**src/rtl/scan_chain_ctrl.sv**
```systemverilog
// Load/capture/unload sequencer for one serial scan chain with result compare.
// Define SCAN_CTRL_ABORT_EN to add the ABORT input (early termination, forced MISMATCH).
module scan_chain_ctrl #(
    parameter int CHAIN_LEN = 32,
    parameter int CNT_W     = $clog2(CHAIN_LEN + 1)
) (
    input  logic                 CLK,
    input  logic                 RST,
    input  logic                 START,
    input  logic [CHAIN_LEN-1:0] PAT_IN,
    input  logic [CHAIN_LEN-1:0] EXP_IN,
    input  logic                 SCAN_IN,
`ifdef SCAN_CTRL_ABORT_EN
    input  logic                 ABORT,
`endif
    output logic                 SCAN_OUT,
    output logic                 SCAN_EN,
    output logic                 BUSY,
    output logic                 DONE,
    output logic [CHAIN_LEN-1:0] RESULT,
    output logic                 MISMATCH
);

    typedef enum logic [2:0] {
        S_IDLE,
        S_LOAD,
        S_CAPTURE,
        S_UNLOAD,
        S_FINISH
    } state_t;

    localparam logic [CNT_W-1:0] LAST = CNT_W'(CHAIN_LEN - 1);
    localparam logic [CNT_W-1:0] ONE  = CNT_W'(1);

    state_t               state, state_d;
    logic [CNT_W-1:0]     cnt, cnt_d;
    logic [CHAIN_LEN-1:0] shreg, shreg_d;
    logic [CHAIN_LEN-1:0] exp_q, exp_d;
    logic [CHAIN_LEN-1:0] res_q, res_d;
    logic                 mism_q, mism_d;
    logic                 so_q, so_d;
    logic                 se_q, se_d;
    logic                 abort_req;

`ifdef SCAN_CTRL_ABORT_EN
    assign abort_req = ABORT;
`else
    assign abort_req = 1'b0;
`endif

    always_ff @(posedge CLK) begin
        if (RST) begin
            state  <= S_IDLE;
            cnt    <= '0;
            shreg  <= '0;
            exp_q  <= '0;
            res_q  <= '0;
            mism_q <= 1'b0;
            so_q   <= 1'b0;
            se_q   <= 1'b0;
        end else begin
            state  <= state_d;
            cnt    <= cnt_d;
            shreg  <= shreg_d;
            exp_q  <= exp_d;
            res_q  <= res_d;
            mism_q <= mism_d;
            so_q   <= so_d;
            se_q   <= se_d;
        end
    end

    // SCAN_OUT/SCAN_EN are computed one cycle ahead so the registered values line up with the state they serve.
    always_comb begin
        state_d = state;
        cnt_d   = cnt;
        shreg_d = shreg;
        exp_d   = exp_q;
        res_d   = res_q;
        mism_d  = mism_q;
        so_d    = 1'b0;
        se_d    = 1'b0;
        case (state)
            S_IDLE: begin
                if (START) begin
                    state_d = S_LOAD;
                    cnt_d   = '0;
                    shreg_d = {PAT_IN[CHAIN_LEN-2:0], 1'b0};
                    exp_d   = EXP_IN;
                    mism_d  = 1'b0;
                    so_d    = PAT_IN[CHAIN_LEN-1];
                    se_d    = 1'b1;
                end
            end
            S_LOAD: begin
                if (cnt == LAST) begin
                    state_d = S_CAPTURE;
                    cnt_d   = '0;
                end else begin
                    cnt_d   = cnt + ONE;
                    so_d    = shreg[CHAIN_LEN-1];
                    shreg_d = {shreg[CHAIN_LEN-2:0], 1'b0};
                    se_d    = 1'b1;
                end
            end
            S_CAPTURE: begin
                state_d = S_UNLOAD;
                cnt_d   = '0;
                se_d    = 1'b1;
            end
            S_UNLOAD: begin
                res_d = {res_q[CHAIN_LEN-2:0], SCAN_IN};
                if (cnt == LAST) begin
                    state_d = S_FINISH;
                    cnt_d   = '0;
                    mism_d  = (res_d != exp_q);
                end else begin
                    cnt_d = cnt + ONE;
                    se_d  = 1'b1;
                end
            end
            S_FINISH: begin
                state_d = S_IDLE;
                cnt_d   = '0;
            end
            default: begin
                state_d = S_IDLE;
                cnt_d   = '0;
            end
        endcase

        // Abort overrides the terminal-count path; partial RESULT is held unshifted.
        if (abort_req && ((state == S_LOAD) || (state == S_CAPTURE) || (state == S_UNLOAD))) begin
            state_d = S_FINISH;
            cnt_d   = '0;
            res_d   = res_q;
            mism_d  = 1'b1;
            so_d    = 1'b0;
            se_d    = 1'b0;
        end
    end

    assign SCAN_OUT = so_q;
    assign SCAN_EN  = se_q;
    assign BUSY     = (state != S_IDLE);
    assign DONE     = (state == S_FINISH);
    assign RESULT   = res_q;
    assign MISMATCH = mism_q;

endmodule
```
**config.mk**
```make
export PLATFORM = sky130hd
export DESIGN_NAME = scan_chain_ctrl
export DESIGN_NICKNAME = d
export VERILOG_FILES = /design/src/rtl/scan_chain_ctrl.sv
export SDC_FILE = /design/constraint.sdc
export NUM_CORES = 1
export LEC_CHECK = 0
export CAP_MARGIN = 15
export CORE_MARGIN = 2
export CORE_UTILIZATION = 50
export CTS_CLUSTER_DIAMETER = 50
export DETAILED_ROUTE_END_ITERATION = 16
export PLACE_DENSITY = 0.9
export SYNTH_ARGS = -nofsm -noshare
export SYNTH_HDL_FRONTEND = slang
export SYNTH_SLANG_ARGS = --single-unit
```
**constraint.sdc**
```tcl
create_clock -name CLK -period 1.6 [get_ports CLK]
set_input_delay 0.4 -clock CLK [delete_from_list [all_inputs] [get_ports CLK]]
set_output_delay 0.4 -clock CLK [all_outputs]
set_load 0.05 [all_outputs]
```
==> run_results.csv <==
group,metric,value,unit
worst_hold_path,hold_class,"primary input to flip-flop",
sta,period_minus_slack,1.676,ns
die,fp.dieH,100.2,microns
power,leakage,2.825,nW
detailed_routing,wl,12960,microns
setup_path,slowest_delay,0.37,ns
yosys,synth_edf_count,0,
yosys,async_reset_ff_share,0,%
grt,grt_first_pass_wirelength,19530,microns
grt,gr-usage-all-layers,24.42,%
yosys,syn-num-nets,590,
setup_path,cp.depth,4,
setup_path,reg2reg_depth,6,
detailed_routing,routedWlPerCell,16.83,microns
sta,setup_viol,24,
setup_path,crit_path_cell_trace,"buf_6, nor3_4, inv_2, buf_12",
yosys,synthTopCellsByArea,"dfxtp_1 46%, nand2_1 11%, a211oi_2 8.1%, a21oi_1 7.1%, xor2_1 6.8%",
yosys,yosysUniqueCellTypes,34,
sta,maxSlewViolCount,0,
detailed_routing,drcViolationCount,0,
sta,worst_pin_slew,0.4728,ns
detailed_routing,num_vias,4229,
yosys,ys_seq_elements,107,
status,violations,"setup timing",
final_layout,nNetsFinal,723,
final_layout,fin_cells,770,
setup_path,r2r-end,"shreg[23]",
yosys,syn_avg_cell_area,8.883,sq um
cts,clockBufferDepth,2,
placed_design,dpl.cell_count,738,
final_layout,antenna_cells,0,
final_layout,finish.utilization,75.66,%
sta,period_share,104.7,%
sta,finalHoldViolCount,0,
run,maxCapViolCount,0,
placed_design,pre_cts_ws,-0.2271,ns
power,vdd_drop_max,535.5,uV
placed_design,numPortBuffers,104,
final_layout,area_growth,48.91,%
yosys,synth_top_area_share,46.28,%
setup_path,arrival,1.28,ns
worst_hold_path,hold_depth,2,
cts,htree_levels,3,
detailed_routing,via_per_inst,5.492,
setup_path,critPathBufInv,3,
final_layout,drive_gt1_share,25.95,%
yosys,ys.flop_type,"dfxtp_1",
placed_design,routabilityCongestion,0.8229,
final_layout,multi_input_area,2385,sq um
setup_path,end_kind,"output port",
die,ios,105,
cts,cts_buffers,9,
grt,overflow,0,
setup_path,worstSetupPathType,"flip-flop to output port",
sta,rsz0062_at_grt,"yes",
detailed_routing,ant_nets,0,
die,core_area,9109,sq um
cts,postCtsHoldBufs,0,
final_layout,fillers,581,
die,die_w,100.2,microns
setup_path,critPathMaxFanout,3,
cts,cts_tree,"built",
cts,cts-root-buf,"clkbuf_8",
yosys,syn_inst,521,
grt,antenna_found_initial,0,
die,start_util,50.81,%
setup_path,crit_required,1.20,ns
power,power_density,790.6,nW/um^2
grt,grt_max_degree,51,
detailed_routing,drt-initial-drc-count,204,
setup_path,r2r_slack,-0.07,ns
placed_design,place_hpwl,8657,microns
cts,clock-sinks,107,
setup_path,worst_r2r_startpoint,"state[2]",
sta,slew-limit-headroom,68.36,%
grt,grt_pass1_vias,4219,
cts,clkTransAtPathRegs,0.11,ns
setup_path,endpoint,"BUSY",
yosys,yosysSeqAreaShare,46.28,%
cts,clk_latency,0.37,ns
die,row_count,35,
yosys,synth.cell_area,4628,sq um
yosys,yosys.area.top_type,"dfxtp_1",
status,status,"finished, violations left",
detailed_routing,dr.pass1.iters,5,
setup_path,start_kind,"flip-flop",
sta,finalWorstSetupSlack,-0.07587,ns
die,die_area,10040,sq um
final_layout,seqCellArea,2153,sq um
sta,max_clock_freq,596.7,MHz
setup_path,slowest_stage,"dfxtp_4",
setup_path,crit_start,"state[0]",
yosys,ys.warnings.count,0,
sta,finClkSkew,0.007672,ns
sta,hold_slack,0.4197,ns
setup_path,crit_family,"flip-flops",
-- metal layers --
metal  vias up  share of wire, %  track usage, %
met5         -                 0               0
met4         0               1.2           7.060
met3        13               6.5           6.685
met2       162                53           43.57
met1      2031                39           28.62
li1       2023                 -               -
-- synth_stat cells (all sizes together), types with 2 or more instances --
cell type	count
nand2	134
dfxtp	107
a21oi	66
nor2	39
xor2	36
a211oi	31
mux2i	30
buf	21
clkbuf	17
nor4	10
nor3	5
and2	3
nand3	3
a2111oi	2
a22oi	2
a32oi	2
nand4	2
nor3b	2
o21ai	2
xnor2	2
-- cell families (layout without fill, tap and decap cells) --
family / after synthesis / count (layout) / synth area share [%]
DFF: 107 / 107 / 46.28
adders and majority gates: 1 / 1 / 0.2703
and+or+nand+nor: 201 / 201 / 18.79
buffers and inverters: 39 / 177 / 4.190
AOI/OAI and AO/OA: 105 / 105 / 16.79
muxes: 30 / 30 / 6.488
xor gates and xnor gates: 38 / 38 / 7.191
-- state kept, by name (all words and copies together), names as in the netlist --
register	cells
RESULT	32
exp_q	32
shreg	31
cnt	6
state	3
MISMATCH	1
SCAN_EN	1
SCAN_OUT	1
-- area by class of cell --
type | count | share of cell area (%)
Sequential cell | 107 | 31.25
Clock buffer | 9 | 1.797
Tap cell | 111 | 2.015
Multi-Input combinational cell | 375 | 34.60
Timing Repair Buffer | 160 | 29.32
Inverter | 1 | 0.05447
Clock inverter | 7 | 0.9622
-- cells in the final DEF (no fill, tap or decap), types with 2 or more instances in the layout --
cell type        count
buf_12              46
buf_4               38
nor4_2               2
buf_6                7
and2_1               3
a22oi_1              2
clkbuf_8             9
mux2i_1             30
nand2_2              2
clkinv_4             2
clkdlybuf4s50_1     66
xor2_1              36
nor3_1               3
dfxtp_4              2
dfxtp_2              3
dfxtp_1            102
xnor2_1              2
inv_6                3
nor4_1               7
nand3_1              2
inv_8                2
nand4_1              2
nand2_1            132
a211oi_2            30
a32oi_1              2
a21oi_1             65
clkbuf_16            3
a2111oi_0            2
nor2_2               8
nor3b_4              2
nor2_1              30
-- through the flow --
step	instance area, sq um	setup TNS [ns]	power (mW)
after floorplan	4633	0	3.417
after detailed placement	6411	-6.928	3.786
after global routing	6892	-2.173	5.664
after CTS	6660	-0.1427	5.373
after global placement	6411	-3.540	3.738
final	6892	-0.7731	5.448
-- how the worst min path moves through the flow --
| stage | end | from | slack (ns) |
|---|---|---|---|
| 3_3_place_gp | exp_q[17] | exp_q[17] | 0.45 |
| 5_1_grt | cnt[1] | RST | 0.42 |
| 6_report | shreg[1] | RST | 0.42 |
| 2_1_floorplan | exp_q[0] | exp_q[0] | 0.45 |
| 3_5_place_dp | exp_q[23] | exp_q[23] | 0.46 |
| 4_1_cts | shreg[1] | RST | 0.41 |
-- power by group --
part	total (mW)	switching, mW	internal (mW)
Combinational	0.953	0.453	0.500
Clock	1.61	1.00	0.611
Sequential	2.88	0.0867	2.79
Total	5.45	1.54	3.91
-- timing repair --
item                       CTS  global route
pin swaps                    4            20
hold endpoints to repair     0             0
buffers inserted             3            10
gates cloned                 0             4
gates resized for setup     13            20
setup endpoints to repair    9            31
Note: power is estimated with default switching activity, not from simulation.
